<file path="src/rtl/audio_pkg.sv">
// Shared sound-code and event-index constants for the audio event path.
package audio_pkg;

   // Sound codes as seen by the audio player; 0 means "nothing to play".
   localparam int SND_SILENCE = 0;
   localparam int SND_WALL    = 1;
   localparam int SND_PLATE   = 2;
   localparam int SND_GROUND  = 3;

   // Event line indices on event_in / event_en. Lower index = higher priority.
   localparam int EV_WALL   = 0;
   localparam int EV_PLATE  = 1;
   localparam int EV_GROUND = 2;

   // Event line i plays sound code i+1, so code 0 stays free for silence.
   function automatic int ev_to_code(input int idx);
      return idx + SND_WALL;
   endfunction

endpackage

</file>
<file path="src/rtl/audio_code_fifo.sv">
// Small synchronous FIFO of sound codes. Pointers wrap naturally; occupancy is
// a separate 0..DEPTH counter so full and empty never need pointer tricks.
// A push while full is accepted only when a pop happens in the same cycle.
module audio_code_fifo
   import audio_pkg::*;
#(
   parameter int CODE_W = 4,
   parameter int DEPTH  = 4,
   parameter int LVL_W  = $clog2(DEPTH) + 1
) (
   input  logic              clk,
   input  logic              reset,
   input  logic              push,
   input  logic              pop,
   input  logic [CODE_W-1:0] din,
   output logic              full,
   output logic              empty,
   output logic [LVL_W-1:0]  level,
   output logic [CODE_W-1:0] head
);

   localparam int PTR_W = $clog2(DEPTH);

   logic [CODE_W-1:0] mem [DEPTH];
   logic [PTR_W-1:0]  wr_ptr;
   logic [PTR_W-1:0]  rd_ptr;
   logic [LVL_W-1:0]  count;
   logic              do_push;
   logic              do_pop;

   assign empty   = (count == '0);
   assign full    = (count == LVL_W'(DEPTH));
   assign do_pop  = pop & ~empty;
   assign do_push = push & (~full | do_pop);
   assign level   = count;
   assign head    = empty ? CODE_W'(SND_SILENCE) : mem[rd_ptr];

   // Storage array; contents are only observed through head when non-empty.
   always_ff @(posedge clk) begin
      if (do_push) begin
         mem[wr_ptr] <= din;
      end
   end

   // Pointer and occupancy bookkeeping.
   always_ff @(posedge clk or negedge reset) begin
      if (!reset) begin
         wr_ptr <= '0;
         rd_ptr <= '0;
         count  <= '0;
      end else begin
         if (do_push) begin
            wr_ptr <= wr_ptr + PTR_W'(1);
         end
         if (do_pop) begin
            rd_ptr <= rd_ptr + PTR_W'(1);
         end
         case ({do_push, do_pop})
            2'b10:   count <= count + LVL_W'(1);
            2'b01:   count <= count - LVL_W'(1);
            default: count <= count;
         endcase
      end
   end

endmodule

</file>
<file path="src/rtl/audio_event_queue.sv">
// Turns game-event lines into a queue of sound codes for the audio player.
// Rising edges of enabled event lines set a pending bit; one pending event per
// cycle is moved into the code FIFO, lowest index first (wall > plate > ground).
//
// Handshake: Data_ready is the valid of the head code on sound_code and
// Data_request is the player's ready; a code is transferred on every rising
// clk edge where both are high, and sound_code/Data_ready never depend
// combinationally on Data_request.
module audio_event_queue
   import audio_pkg::*;
#(
   parameter int NUM_EVENTS  = 3,
   parameter int CODE_W      = 4,
   parameter int DEPTH       = 4,
   parameter int DROP_NEWEST = 1,
   parameter int CNT_W       = 8
) (
   input  logic                        clk,
   input  logic                        reset,
   input  logic [NUM_EVENTS-1:0]       event_in,
   input  logic [NUM_EVENTS-1:0]       event_en,
   input  logic                        Data_request,
   output logic                        Data_ready,
   output logic [CODE_W-1:0]           sound_code,
   output logic [$clog2(DEPTH):0]      fifo_level,
   output logic [CNT_W-1:0]            drop_count,
   output logic [NUM_EVENTS-1:0]       dbg_pending
);

   localparam int LVL_W = $clog2(DEPTH) + 1;

   logic [NUM_EVENTS-1:0] prev;
   logic [NUM_EVENTS-1:0] pending;
   logic [NUM_EVENTS-1:0] rise;
   logic [NUM_EVENTS-1:0] win_onehot;
   logic [NUM_EVENTS-1:0] clear_mask;
   logic                  win_valid;
   logic [CODE_W-1:0]     win_code;
   logic                  fifo_full;
   logic                  fifo_empty;
   logic                  push;
   logic                  pop;
   logic                  drop;

   // Only enabled 0->1 transitions create an event; a level held high counts once.
   assign rise = event_in & ~prev & event_en;

   // Isolate the lowest set pending bit: that event wins this cycle.
   assign win_onehot = pending & (~pending + NUM_EVENTS'(1));
   assign win_valid  = |pending;

   // Translate the winning one-hot pending bit into its sound code.
   always_comb begin
      win_code = CODE_W'(SND_SILENCE);
      for (int i = 0; i < NUM_EVENTS; i++) begin
         if (win_onehot[i]) begin
            win_code = CODE_W'(ev_to_code(i));
         end
      end
   end

   // A pop in the same cycle frees a slot, so a full FIFO can still accept.
   assign pop  = ~fifo_empty & Data_request;
   assign push = win_valid & (~fifo_full | pop);
   assign drop = win_valid & fifo_full & ~pop & (DROP_NEWEST != 0);

   // The winner leaves the pending set when it is queued or dropped; in hold
   // mode it stays set and is retried on the next cycle.
   assign clear_mask = (push | drop) ? win_onehot : '0;

   // Edge history and pending set; a rise on an already pending bit merges.
   always_ff @(posedge clk or negedge reset) begin
      if (!reset) begin
         prev    <= '0;
         pending <= '0;
      end else begin
         prev    <= event_in;
         pending <= (pending & ~clear_mask) | rise;
      end
   end

   // Saturating count of events discarded on overflow.
   always_ff @(posedge clk or negedge reset) begin
      if (!reset) begin
         drop_count <= '0;
      end else if (drop && (drop_count != {CNT_W{1'b1}})) begin
         drop_count <= drop_count + CNT_W'(1);
      end
   end

   audio_code_fifo #(
      .CODE_W (CODE_W),
      .DEPTH  (DEPTH),
      .LVL_W  (LVL_W)
   ) u_fifo (
      .clk   (clk),
      .reset (reset),
      .push  (push),
      .pop   (pop),
      .din   (win_code),
      .full  (fifo_full),
      .empty (fifo_empty),
      .level (fifo_level),
      .head  (sound_code)
   );

   assign Data_ready  = ~fifo_empty;
   assign dbg_pending = pending;

endmodule

</file>
<file path="config.mk">
export PLATFORM = sky130hd
export DESIGN_NAME = audio_event_queue
export DESIGN_NICKNAME = d
export VERILOG_FILES = /design/src/rtl/audio_pkg.sv /design/src/rtl/audio_code_fifo.sv /design/src/rtl/audio_event_queue.sv
export SDC_FILE = /design/constraint.sdc
export NUM_CORES = 1
export LEC_CHECK = 0
export BUFFER_PORTS_ARGS = -buffer_cell sky130_fd_sc_hd__buf_2
export CAP_MARGIN = 20
export CORE_UTILIZATION = 50
export DETAILED_ROUTE_END_ITERATION = 10
export PLACE_DENSITY = 0.76
export RECOVER_POWER = 100
export SETUP_SLACK_MARGIN = 0.3
export SYNTH_ARGS = -nofsm -noshare
export SYNTH_HDL_FRONTEND = slang
export SYNTH_SLANG_ARGS = --single-unit
</file>
<file path="constraint.sdc">
create_clock -name clk -period 2.35 [get_ports clk]
set_input_delay 0.235 -clock clk [delete_from_list [all_inputs] [get_ports clk]]
set_output_delay 0.235 -clock clk [all_outputs]
set_load 0.03 [all_outputs]
</file>
; Word-level counts from Yosys, hierarchy flattened
; Memories as Yosys holds them, arrays and structs flattened.
; Index checks and enable logic that the tools add are counted.
[classes]
n_reduce_logical = 4
addsub = 6
bitwise = 20
mux = 8
n_eq_ne = 4
[op_table]
columns = operator, count
row1 = $and 3x3->3, 4
row2 = $not 3->3, 3
row3 = $add 8x1->8 const B, 1
row4 = $ne 8x8->1 const B, 1
row5 = $add 3x1->3 const B, 2
row6 = $and 1x1->1, 6
row7 = $pmux 3 s2, 1
row8 = $add 2x1->2 const B, 2
row9 = $mux 2, 2
row10 = $mux 4, 1
row11 = $eq 3x3->1 const B, 1
row12 = $logic_not 3->1, 1
row13 = $mux 1, 3
row14 = $mux 3, 1
row15 = $not 1->1, 3
row16 = $or 1x1->1, 3
row17 = $or 3x3->3, 1
row18 = $reduce_or 3->1, 1
row19 = $sub 3x1->3 const B, 1
row20 = $eq 2x1->1 const B, 1
row21 = $eq 2x2->1 const B, 1
row22 = $reduce_bool 2->1, 1
row23 = $logic_and 1x1->1, 1
[word_totals]
mem_bits_rw = 8
reg_bits = 21
out_inout_bits = 19
mem_count = 1
word_cells = 49
[memory_table]
columns = memory, depth, word_bits, read_ports, rd_clocked_by_memory_dff, wr, line
row1 = u_fifo.mem, 4, 2, 1, 0, 1, audio_code_fifo.sv:24  ; logic [CODE_W-1:0] mem [DEPTH];

; Longest topological paths before layout
; Gate-level depths: netlist (run 1).
[logic_depth]
ltp_word = 10
depth_mapped = 9

; By module
; A second synthesis (run 1) with hierarchy kept.
[hier_totals]
cells_unflattened = 129
area_unflattened_um2 = 1750.4
[modules_own_cells]
columns = mod, seq_area_each_um2, instances, cells_each, area_per_inst_um2
row1 = audio_code_fifo, 655.6, 1, 64, 1042.2
row2 = audio_event_queue, 350.3, 1, 65, 708.2

; Worst setup path after synthesis (run 1)
; OpenSTA, ideal clock, no wires.
[synth_path]
path_kind = register to register
startpoint = register u_fifo.count[0] (netlist: u_fifo.level[0])
endpoint = register u_fifo.count[2] (netlist: u_fifo.level[2])
setup_slack_ps = 101
n_path_buf = 0
arrival_ps = 2113
t_required_ps = 2214
synth_period_minus_slack_ps = 2249
stages_incl_launch_ff = 9
path_cell_list = dfrtp_1 -> or3_1 -> and2_1 -> ha_1 -> inv_1 -> fa_1 -> xor2_1 -> nor2_1 -> xor2_1
[synth_between]
elab_chain_cells = 8
elab_cells_between_ends = 16
cone_classes = add/sub: 2 / eq/ne: 3 / mux: 1 / bitwise: 8 / reduce/logical: 2
[synth_lines]
columns = element, line
row1 = start: declaration, audio_code_fifo.sv:27  ; logic [LVL_W-1:0] count;
row2 = start signal: assignment, audio_code_fifo.sv:59  ; 2'b10: count <= count + LVL_W'(1);
row3 = start signal: assignment, audio_code_fifo.sv:60  ; 2'b01: count <= count - LVL_W'(1);
row4 = start signal: assignment, audio_code_fifo.sv:61  ; default: count <= count;
row5 = $logic_not 3->1 *, audio_code_fifo.sv:31  ; assign empty = (count == '0);
row6 = $not 1->1 *, --
row7 = via Data_ready, audio_event_queue.sv:23  ; output logic Data_ready,
row8 = $and 1x1->1, audio_event_queue.sv:63  ; assign pop = ~fifo_empty & Data_request;
row9 = $and 1x1->1 *, audio_code_fifo.sv:33  ; assign do_pop = pop & ~empty;
row10 = via u_fifo.do_pop, audio_code_fifo.sv:29  ; logic do_pop;
row11 = $or 1x1->1, audio_code_fifo.sv:34  ; assign do_push = push & (~full | do_pop);
row12 = $and 1x1->1, audio_code_fifo.sv:34
row13 = $eq 2x1->1 / $eq 2x2->1 (equally long branches), audio_code_fifo.sv:58  ; case ({do_push, do_pop})
row14 = $pmux 3 s2 / $reduce_bool 2->1 (equally long branches), --
; Mark *: on every way through the listed nets, which the timed path passes. The rest lies on a longest branch.
; A chain may end at the register's enable or synchronous reset.

; Final worst setup path (run 1)
[layout_path]
startpoint = register u_fifo.count[2] (netlist: u_fifo.level[2])
endpoint = register u_fifo.count[1] (netlist: u_fifo.level[1])
[layout_between]
elab_chain_cells = 8
elab_cells_between_ends = 14
cone_classes = eq/ne: 3 / mux: 1 / bitwise: 8 / reduce/logical: 2
[layout_lines]
columns = element, line
row1 = $logic_not 3->1 *, audio_code_fifo.sv:31
row2 = $not 1->1 *, "audio_code_fifo.sv:33, audio_event_queue.sv:63"
row3 = $and 1x1->1, audio_event_queue.sv:63
row4 = $and 1x1->1 *, audio_code_fifo.sv:33
row5 = via u_fifo.do_pop, audio_code_fifo.sv:29
row6 = $or 1x1->1, audio_code_fifo.sv:34
row7 = $and 1x1->1, audio_code_fifo.sv:34
row8 = $eq 2x1->1 / $eq 2x2->1 (equally long branches), audio_code_fifo.sv:58
row9 = $pmux 3 s2 / $reduce_bool 2->1 (equally long branches), --
; Marked as above.

==> impl_metrics.yaml, run 1 <==
layout:
  syn_to_final_growth_pct: 18.5
  multi_input_area_um2: 558
  diodes: 0
  design_area_mm2: 0.00158
  fin_cells: 169
  fin_nets: 154
  ff_latch_area_um2: 769
  n_fill_cell: 223
  post-route-util: 0.633
  drive_gt1_frac: 0.216
critical_path:
  startpoint_type: "flip-flop"
  cp-end-kind: "flip-flop"
  slowest_stage: "dfrtp_2"
  crit_required_ns: 2.58
  max_stage_delay_ns: 0.43
  cp_cell_sequence: "or3_1 -> and2_0 -> ha_4 -> inv_2 -> fa_1 -> o21ai_0"
  cp.arrival_ns: 2.29
  crit_fanout: 4
  crit_type: "reg -> reg"
synth:
  synthesis.area_mm2: 0.00134
  synth_compound_area_frac: 0.0356
  synthTopCellsByArea: "dfrtp_1, edfxtp_1, ha_1, xnor2_1, and2_1"
  yosys.area_share.simple: 0.162
  synth_top_area_share: 0.394
  yosys.area_share.adder: 0.0712
  avgSynthCellArea_um2: 13.0
  syn_inst: 103
  synth_seq_area_share: 0.574
  ys_types: 29
  synthMuxAreaShare: 0.0450
  synth_commonest_cells: "dfrtp_1, and2_1, edfxtp_1, xnor2_1"
  yosys_warnings: 0
  synth_area_leader_cell: "dfrtp_1"
  synth_top_family_by_area: "simple AND/OR/NAND/NOR gates"
  synth_edf_count: 8
  synth_flop_cell: "dfrtp_1"
  synth_xor_area_frac: 0.0787
  ys_seq_elements: 29
  yosysMostFrequentCell: "dfrtp_1"
  async_flop_share: 0.724
die:
  die_x_um: 53.7
  initial_core_util: 0.534
  num_rows: 18
  die_h_um: 53.7
  io_pins: 28
  core_mm2: 0.00250
  dieArea_mm2: 0.00288
global_routing:
  grt_first_pass_wirelength_um: 3490
  antenna_found_initial: 0
  grt-ovfl-total: 0
  grt_start_max_net_pins: 22
  grt_use_total: 0.185
  grt_pass1_vias: 821
clock_network:
  cts_max_path_buffers: 2
  clk_latency_ns: 0.33
  cts_root_buf: "clkbuf_4"
  htree_levels: 2
  cts.clk_slew.worst_paths_ns: 0.09
  cts_tree: "built"
  cts_sinks: 29
  cts_buffers: 5
power_and_ir_drop:
  switching_share: 0.396
  p_total_mw: 1.74
  p_comb_frac: 0.394
  pwr-share-clk: 0.174
  vdd.ir_drop.worst_uv: 740
  p_sw_mw: 0.687
  p_per_area_mw_per_mm2: 1100
  internal_power_mw: 1.05
  pwr-share-seq: 0.432
  p_leak_nw: 0.685
place:
  place_area_mm2: 0.00150
  pre_cts_slack_ns: 0.199
  hpwl_um: 1570
  gp_congestion: 0.709
  placed_cells: 157
  numPortBuffers: 25
sta:
  hold_violations: 0
  setup_ws_ns: 0.290
  rsz0062_at_grt: "no"
  holdWs_ns: 0.0209
  drv_slew: 0
  max_freq_mhz: 485
  min_period_ns: 2.06
  fin_crit_sh: 0.877
  finalSetupViolCount: 0
  worst_clock_skew_ns: 0.00944
  worst_pin_slew_ns: 1.14
  relSlewSlack: 0.242
  fin_setup_tns_ns: 0
flow_run:
  drv_cap: 0
drt:
  drt_iter0_drc: 16
  vias: 834
  finalWirelength_um: 2150
  drt_pre_antenna_iters: 3
  viasPerCell: 4.93
  ant_nets: 0
  drc: 0
  post_drt_wl_per_cell_um: 12.7
hold_path:
  worstHoldPathType: "in -> reg"
status:
  status: "finished clean"
sequential cells by signal, indices dropped and copies added, names as in the netlist:
register / flops
drop_count: 8
u_fifo.mem: 8
dbg_pending: 3
prev: 3
u_fifo.level: 3
u_fifo.rd_ptr: 2
u_fifo.wr_ptr: 2
cell type report:
class                           count  share of cell area
Timing Repair Buffer               29              0.0823
Clock inverter                      2             0.00554
Sequential cell                    29               0.487
Tap cell                           30              0.0237
Inverter                            7              0.0166
Clock buffer                        6              0.0324
Multi-Input combinational cell     66               0.353
routing by layer:
metal	track usage	wire length, um
met1	0.217	970
met4	0.0789	31
met5	0	0
met3	0.0847	129
met2	0.292	1020
critical path, delay by kind of cell, from the launching register on:
family          cells  cell delay (ns)
simple gates        2             0.67
compound gates      1             0.19
buf+inv             1             0.05
fa+ha+maj           2             0.62
flops               1             0.43
logic make-up after synthesis:
kind of cell,Yosys count
and+or+nand+nor,34
DFF,29
xor gates and xnor gates,12
buffers and inverters,9
AOI/OAI and AO/OA,8
adders and majority gates,7
muxes,3
other,1
layout by cell type (no fill, tap or decap), types with 2 or more instances in the layout:
cell | synthesis | layout
inv_1 | 7 | 5
o21ai_0 | 5 | 5
buf_4 | 2 | 2
xnor2_1 | 8 | 8
dfrtp_1 | 21 | 18
and2_1 | 8 | 3
clkbuf_1 | 0 | 20
inv_2 | 0 | 2
nand4_1 | 4 | 4
ha_1 | 6 | 5
dfrtp_2 | 0 | 3
nor2_1 | 5 | 4
edfxtp_1 | 8 | 8
nand2_1 | 7 | 7
conb_1 | 1 | 2
clkbuf_4 | 0 | 5
mux4_2 | 2 | 2
xor2_1 | 4 | 4
and2_0 | 0 | 6
buf_2 | 0 | 6
power by group through the flow:
stage | sequential (mW) | clock (mW) | combinational, mW
after CTS | 0.753 | 0.317 | 0.708
final | 0.750 | 0.302 | 0.683
after floorplan | 0.845 | 0 | 0.408
after global placement | 0.753 | 0 | 0.647
after global routing | 0.767 | 0.342 | 0.758
after detailed placement | 0.763 | 0 | 0.663
repair_timing:
action | in CTS | in global routing
setup buffers | 2 | 1
gates resized for setup | 5 | 4
pin swaps | 4 | 5
hold buffers | 1 | 0
hold endpoints to repair | 21 | 0
setup endpoints to repair | 1 | 1
final timing paths:
kind | slack (ns) | depth (start not counted) | end | startpoint
setup / recovery | 0.29 | 6 | u_fifo.level[1]$_DFFE_PN0P_ | u_fifo.level[2]$_DFFE_PN0P_
hold / removal | 0.02 | 1 | prev[0]$_DFF_PN0_ | event_in[0]
setup reg to reg | 0.29 | 6 | u_fifo.level[1]$_DFFE_PN0P_ | u_fifo.level[2]$_DFFE_PN0P_
hold reg to reg | 0.41 | 1 | dbg_pending[0]$_DFF_PN0_ | prev[0]$_DFF_PN0_
max in group asynchronous | 0.95 | 2 | u_fifo.level[1]$_DFFE_PN0P_ | reset
min in group asynchronous | 0.64 | 2 | dbg_pending[1]$_DFF_PN0_ | reset
Power figures use the tool's default switching activity.
==> run 2: changes to the inputs <==
--- a/config.mk
+++ b/config.mk
@@ -9,9 +9,10 @@
 export CAP_MARGIN = 20
 export CORE_UTILIZATION = 50
 export DETAILED_ROUTE_END_ITERATION = 10
-export PLACE_DENSITY = 0.76
+export PLACE_DENSITY = 0.74
 export RECOVER_POWER = 100
 export SETUP_SLACK_MARGIN = 0.3
 export SYNTH_ARGS = -nofsm -noshare
 export SYNTH_HDL_FRONTEND = slang
+export SYNTH_HIERARCHICAL = 1
 export SYNTH_SLANG_ARGS = --single-unit
==> run 2 against run 1 <==
Effect of this change: global-route usage is 0.27 points lower; design area is 35% higher; maximum frequency is 9.1% lower; wire length is 33% higher; power is 41% higher; hold slack better by 0.079 ns; combinational power is 64% higher; highest routed layer unchanged.
==> impl_metrics.yaml, run 2 <==
synth:
  async_flop_share: 0.568
  synth_flop_cell: "dfrtp_1"
  avgSynthCellArea_um2: 13.6
  syn_inst: 129
  synthesis.area_mm2: 0.00175
  synthTopCellsByArea: "dfrtp_1, edfxtp_1, mux4_2, ha_1, inv_1"
  synth_seq_area_share: 0.575
  synth_edf_count: 16
  ys_seq_elements: 37
  yosysMostFrequentCell: "dfrtp_1"
  synth_top_area_share: 0.300
  synth_commonest_cells: "dfrtp_1, edfxtp_1, inv_1"
  synth_area_leader_cell: "dfrtp_1"
  ys_types: 37
  yosys_warnings: 6
status:
  status: "finished clean"
drt:
  highest_layer: "met4"
  ant_nets: 0
  vias: 1117
  finalWirelength_um: 2850
  drt_pre_antenna_iters: 4
  viasPerCell: 4.88
  wl_met2_um: 1480
  drt-met1-wl_um: 1150
  post_drt_wl_per_cell_um: 12.5
  route.met3.wl_um: 158
  drt_iter0_drc: 63
  drc: 0
critical_path:
  crit_fanout: 4
  cp-end-kind: "flip-flop"
  cp.arrival_ns: 2.53
  crit_required_ns: 2.62
  max_stage_delay_ns: 0.44
  slowest_stage: "dfrtp_2"
  crit_buf_inv: 4
  startpoint_type: "flip-flop"
  crit_type: "reg -> reg"
  cp_cell_sequence: "or3_4 -> inv_2 -> nand2b_4 -> inv_4 -> o21a_4 -> inv_2 -> ha_4 -> inv_2 -> fa_2 -> xor2_1 -> nor2_1 -> xor2_1"
  cp_top_family: "simple AND/OR/NAND/NOR gates"
  crit_top_cell: "inv_2"
layout:
  final_cell_mix: "dfrtp_1, clkbuf_1, edfxtp_1"
  ff_latch_area_mm2: 0.00101
  multi_input_area_um2: 738
  top_register: "u_fifo/mem"
  n_fill_cell: 285
  layout_commonest_cell: "dfrtp_1"
  largest_reg_flops: 16
  diodes: 0
  fin_nets: 198
  reg_top3: "u_fifo/mem: 16 flops, drop_count: 8 flops"
  drive_gt1_frac: 0.322
  syn_to_final_growth_pct: 22.4
global_routing:
  grt_pass1_vias: 1125
  antenna_found_initial: 0
  grt-ovfl-total: 0
  grt_start_max_net_pins: 22
  grt_first_pass_wirelength_um: 4650
  grt_use_total: 0.183
sta:
  fin_crit_sh: 0.965
  drv_slew: 0
  finalSetupViolCount: 0
  hold_violations: 0
  max_freq_mhz: 441
  relSlewSlack: 0.254
  min_period_ns: 2.27
  holdWs_ns: 0.0996
  rsz0062_at_grt: "yes"
  worst_pin_slew_ns: 1.12
  worst_clock_skew_ns: 0.00695
clock_network:
  cts_tree: "built"
  cts.clk_slew.worst_paths_ns: 0.11
  cts_sinks: 37
  cts_max_path_buffers: 2
  htree_levels: 2
  cts_buffers: 5
  cts_root_buf: "clkbuf_4"
  clk_latency_ns: 0.34
die:
  io_pins: 28
  die_x_um: 61.2
  core_mm2: 0.00334
  die_h_um: 61.2
  dieArea_mm2: 0.00374
  num_rows: 21
  initial_core_util: 0.525
place:
  hpwl_um: 2080
  numPortBuffers: 27
  gp_congestion: 0.744
hold_path:
  worstHoldPathType: "in -> reg"
power_and_ir_drop:
  p_per_area_mw_per_mm2: 1140
  p_leak_nw: 0.928
  vdd.ir_drop.worst_uv: 505
  p_total_mw: 2.44
flow_run:
  drv_cap: 0
==> run 2: cell count changes after synthesis, moves of 3 or more <==
cell,delta
a21oi_1,+4
nand3_1,+4
inv_1,+6
nand4_1,-4
and2_2,+3
edfxtp_1,+8
and2_1,-3
xnor2_1,-5
==> run 2: final timing paths <==
kind	startpoint	slack, ns	to	depth (start not counted)
max in group asynchronous	reset	0.98	u_fifo/level[0]$_DFFE_PN0P_	2
max	u_fifo/level[0]$_DFFE_PN0P_	0.08	u_fifo/level[2]$_DFFE_PN0P_	12
min	event_en[0]	0.1	dbg_pending[0]$_DFF_PN0_	3
min reg2reg	prev[0]$_DFF_PN0_	0.40	dbg_pending[0]$_DFF_PN0_	1
max reg2reg	u_fifo/level[0]$_DFFE_PN0P_	0.08	u_fifo/level[2]$_DFFE_PN0P_	12
min in group asynchronous	reset	0.63	drop_count[1]$_DFFE_PN0P_	2
==> run 2: kinds of logic after synthesis <==
group | synth area share
simple gates | 0.156
other cells | 0.00214
mux | 0.0929
buf+inv | 0.0329
xor+xnor | 0.0400
fa+ha+maj | 0.0543
flops | 0.575
compound gates | 0.0472
==> run 2: what timing repair did <==
| item | in CTS | in global routing |
|---|---|---|
| resized for setup | 1 | 3 |
| buffers inserted | 6 | 0 |
| hold buffers | 4 | 0 |
| pin swaps | 3 | 3 |
| hold endpoints to repair | 24 | 0 |
| endpoints found under the setup margin | 2 | 7 |
==> run 2: metal layers <==
layer | up-vias | GRT usage
met5 | - | 0
met3 | 6 | 0.0735
met1 | 531 | 0.195
met2 | 31 | 0.306
li1 | 549 | -
met4 | 0 | 0.107
==> run 2: layout make-up <==
cell class	instances	share of cell area
clock buffers	6	0.0239
clock inverters	2	0.00409
inverters	14	0.0257
multi-input cells	84	0.345
flip-flops and latches	37	0.471
well taps	46	0.0269
repair buffers	40	0.103
==> run 2: tightest hold or removal path, cell delays in order <==
cell     delay (ns)
buf_2          0.10
nand2_1        0.05
nor2_1         0.03
==> run 2: stage by stage <==
stage	setup slack [ns]	utilization	cells	area (um^2)	TNS [ns]
final	0.0829	0.642	229	2140	0
after global routing	-0.0526	0.642	229	2140	-0.0526
after CTS	0.0590	0.647	229	2160	0
after detailed placement	-0.0118	0.603	211	2010	-0.0118
after global placement	0.0801	0.603	211	2010	0
after floorplan	-0.0390	-	136	1800	-0.0390
==> run 2: report_power, final <==
group / leakage [nW] / switching, mW / internal, mW / total [mW]
Combinational: 0.491 / 0.629 / 0.495 / 1.12
Sequential: 0.402 / 0.137 / 0.839 / 0.976
Clock: 0.0357 / 0.203 / 0.141 / 0.344
==> run 3: changes to the inputs <==
==> constraint.sdc (replaced) <==
create_clock -name clk -period 2.6 [get_ports clk]
set_input_delay 0.26 -clock clk [delete_from_list [all_inputs] [get_ports clk]]
set_output_delay 0.26 -clock clk [all_outputs]
set_load 0.03 [all_outputs]
==> run 3 against run 2 <==
Effect of this change: die area is the same; combinational power is 14% lower; maximum frequency is 5.8% lower; register-to-register slack improved by 0.11 ns; hold slack lost 0.051 ns; power down 13%; non-clock buffer count down 4; count of clock-buffer cells in the layout is 1 higher; clock skew up 0.00061 ns.
==> impl_metrics.yaml, run 3 (same netlist as run 2, synthesis figures left out) <==
place:
  numPortBuffers: 27
  gp_congestion: 0.780
  hpwl_um: 2160
status:
  status: "finished clean"
drt:
  viasPerCell: 4.83
  post_drt_wl_per_cell_um: 12.8
  drt_iter0_drc: 50
  ant_nets: 0
  vias: 1087
  drc: 0
  finalWirelength_um: 2890
  drt_pre_antenna_iters: 4
critical_path:
  crit_required_ns: 2.83
  cp.arrival_ns: 2.63
  crit_fanout: 3
  cp_cell_sequence: "or3_1 -> inv_1 -> nand2b_4 -> inv_4 -> buf_4 -> and2_0 -> ha_4 -> inv_2 -> fa_2 -> xor2_2 -> nor2_2 -> xor2_1"
  crit_type: "reg -> reg"
  max_stage_delay_ns: 0.43
  slowest_stage: "dfrtp_2"
  startpoint_type: "flip-flop"
  cp-end-kind: "flip-flop"
global_routing:
  grt-ovfl-total: 0
  grt_start_max_net_pins: 22
  grt_first_pass_wirelength_um: 4740
  grt_pass1_vias: 1045
  antenna_found_initial: 0
  grt_use_total: 0.186
clock_network:
  cts_tree: "built"
  cts.clk_slew.worst_paths_ns: 0.10
  htree_levels: 2
  clk_latency_ns: 0.34
  cts_buffers: 5
  cts_max_path_buffers: 2
  cts_root_buf: "clkbuf_4"
  cts_sinks: 37
sta:
  relSlewSlack: 0.261
  fin_crit_sh: 0.926
  min_period_ns: 2.41
  max_freq_mhz: 415
  fin_setup_tns_ns: 0
  worst_pin_slew_ns: 1.11
  drv_slew: 0
  finalSetupViolCount: 0
  worst_clock_skew_ns: 0.00756
  rsz0062_at_grt: "yes"
  hold_violations: 0
die:
  io_pins: 28
  num_rows: 21
  die_x_um: 61.2
  initial_core_util: 0.525
  core_mm2: 0.00334
  die_h_um: 61.2
  dieArea_mm2: 0.00374
layout:
  final_cell_mix: "clkbuf_1, dfrtp_1, edfxtp_1"
  top_register: "u_fifo/mem"
  ff_latch_area_mm2: 0.00101
  syn_to_final_growth_pct: 16.4
  reg_top3: "u_fifo/mem: 16 flops, drop_count: 8 flops"
  layout_commonest_cell: "clkbuf_1"
  n_fill_cell: 292
  diodes: 0
  largest_reg_flops: 16
  fin_nets: 194
  drive_gt1_frac: 0.201
  multi_input_area_um2: 696
power_and_ir_drop:
  p_total_mw: 2.13
  p_per_area_mw_per_mm2: 1050
  vdd.ir_drop.worst_uv: 433
  p_leak_nw: 0.856
hold_path:
  worstHoldPathType: "in -> reg"
flow_run:
  drv_cap: 0
[run 3: cell count changes in the layout (fill, tap and decap cells not counted), sizes merged]
cell / change
clkbuf: +8
dlygate4sd3: -2
clkinv: -1
buf: -9
[run 3: layout make-up]
type	count	area share
Inverter	14	0.0270
Clock inverter	1	0.00184
Timing Repair Buffer	36	0.0847
Multi-Input combinational cell	84	0.341
Clock buffer	7	0.0221
Tap cell	46	0.0282
Sequential cell	37	0.495
[run 3: metrics by stage]
stage               cell area (um^2)  utilization  worst slack, ns  hold WS, ns  cells
finish                          2040        0.611            0.192       0.0487    225
global route                    2040        0.611           0.0689       0.0262    225
CTS                             2090        0.627            0.263       0.0191    223
detailed placement              1990        0.596            0.188        0.235    208
global placement                1990        0.596            0.262        0.230    208
floorplan                       1800            -            0.211      -0.0356    136
[run 3: path summary, 6_finish.rpt]
check	slack, ns	to	cells after the start	startpoint
hold / removal	0.05	prev[2]$_DFF_PN0_	1	event_in[2]
setup / recovery	0.19	u_fifo/level[2]$_DFFE_PN0P_	12	u_fifo/level[1]$_DFFE_PN0P_
setup reg to reg	0.19	u_fifo/level[2]$_DFFE_PN0P_	12	u_fifo/level[1]$_DFFE_PN0P_
hold reg to reg	0.40	dbg_pending[0]$_DFF_PN0_	1	prev[0]$_DFF_PN0_
max in group asynchronous	1.23	u_fifo/level[1]$_DFFE_PN0P_	2	reset
min in group asynchronous	0.64	u_fifo/level[1]$_DFFE_PN0P_	2	reset
[run 3: critical path: cells and delay by family (launching register included)]
kind / cells / cell delay, ns
fa+ha+maj: 2 / 0.41
xor+xnor: 2 / 0.34
buf+inv: 4 / 0.29
flops: 1 / 0.43
simple gates: 4 / 0.82
[run 3: report_power, final]
group / total, mW / leakage [nW] / switching [mW] / internal (mW)
clock network: 0.275 / 0.0269 / 0.171 / 0.104
registers: 0.889 / 0.403 / 0.132 / 0.757
logic: 0.966 / 0.426 / 0.572 / 0.394
[run 3: routing by layer]
metal	GRT usage	vias up	wire length (um)
met5	0	-	0
met4	0.0942	0	93
met3	0.0693	11	165
met2	0.275	32	1370
met1	0.241	512	1260
li1	-	532	-
[run 3: repair_timing]
item,CTS,global route
buffers inserted,6,1
resized for setup,0,4
endpoints found under the hold margin,21,1
endpoints found under the setup margin,1,2
hold buffers,1,1
pin swaps,5,4
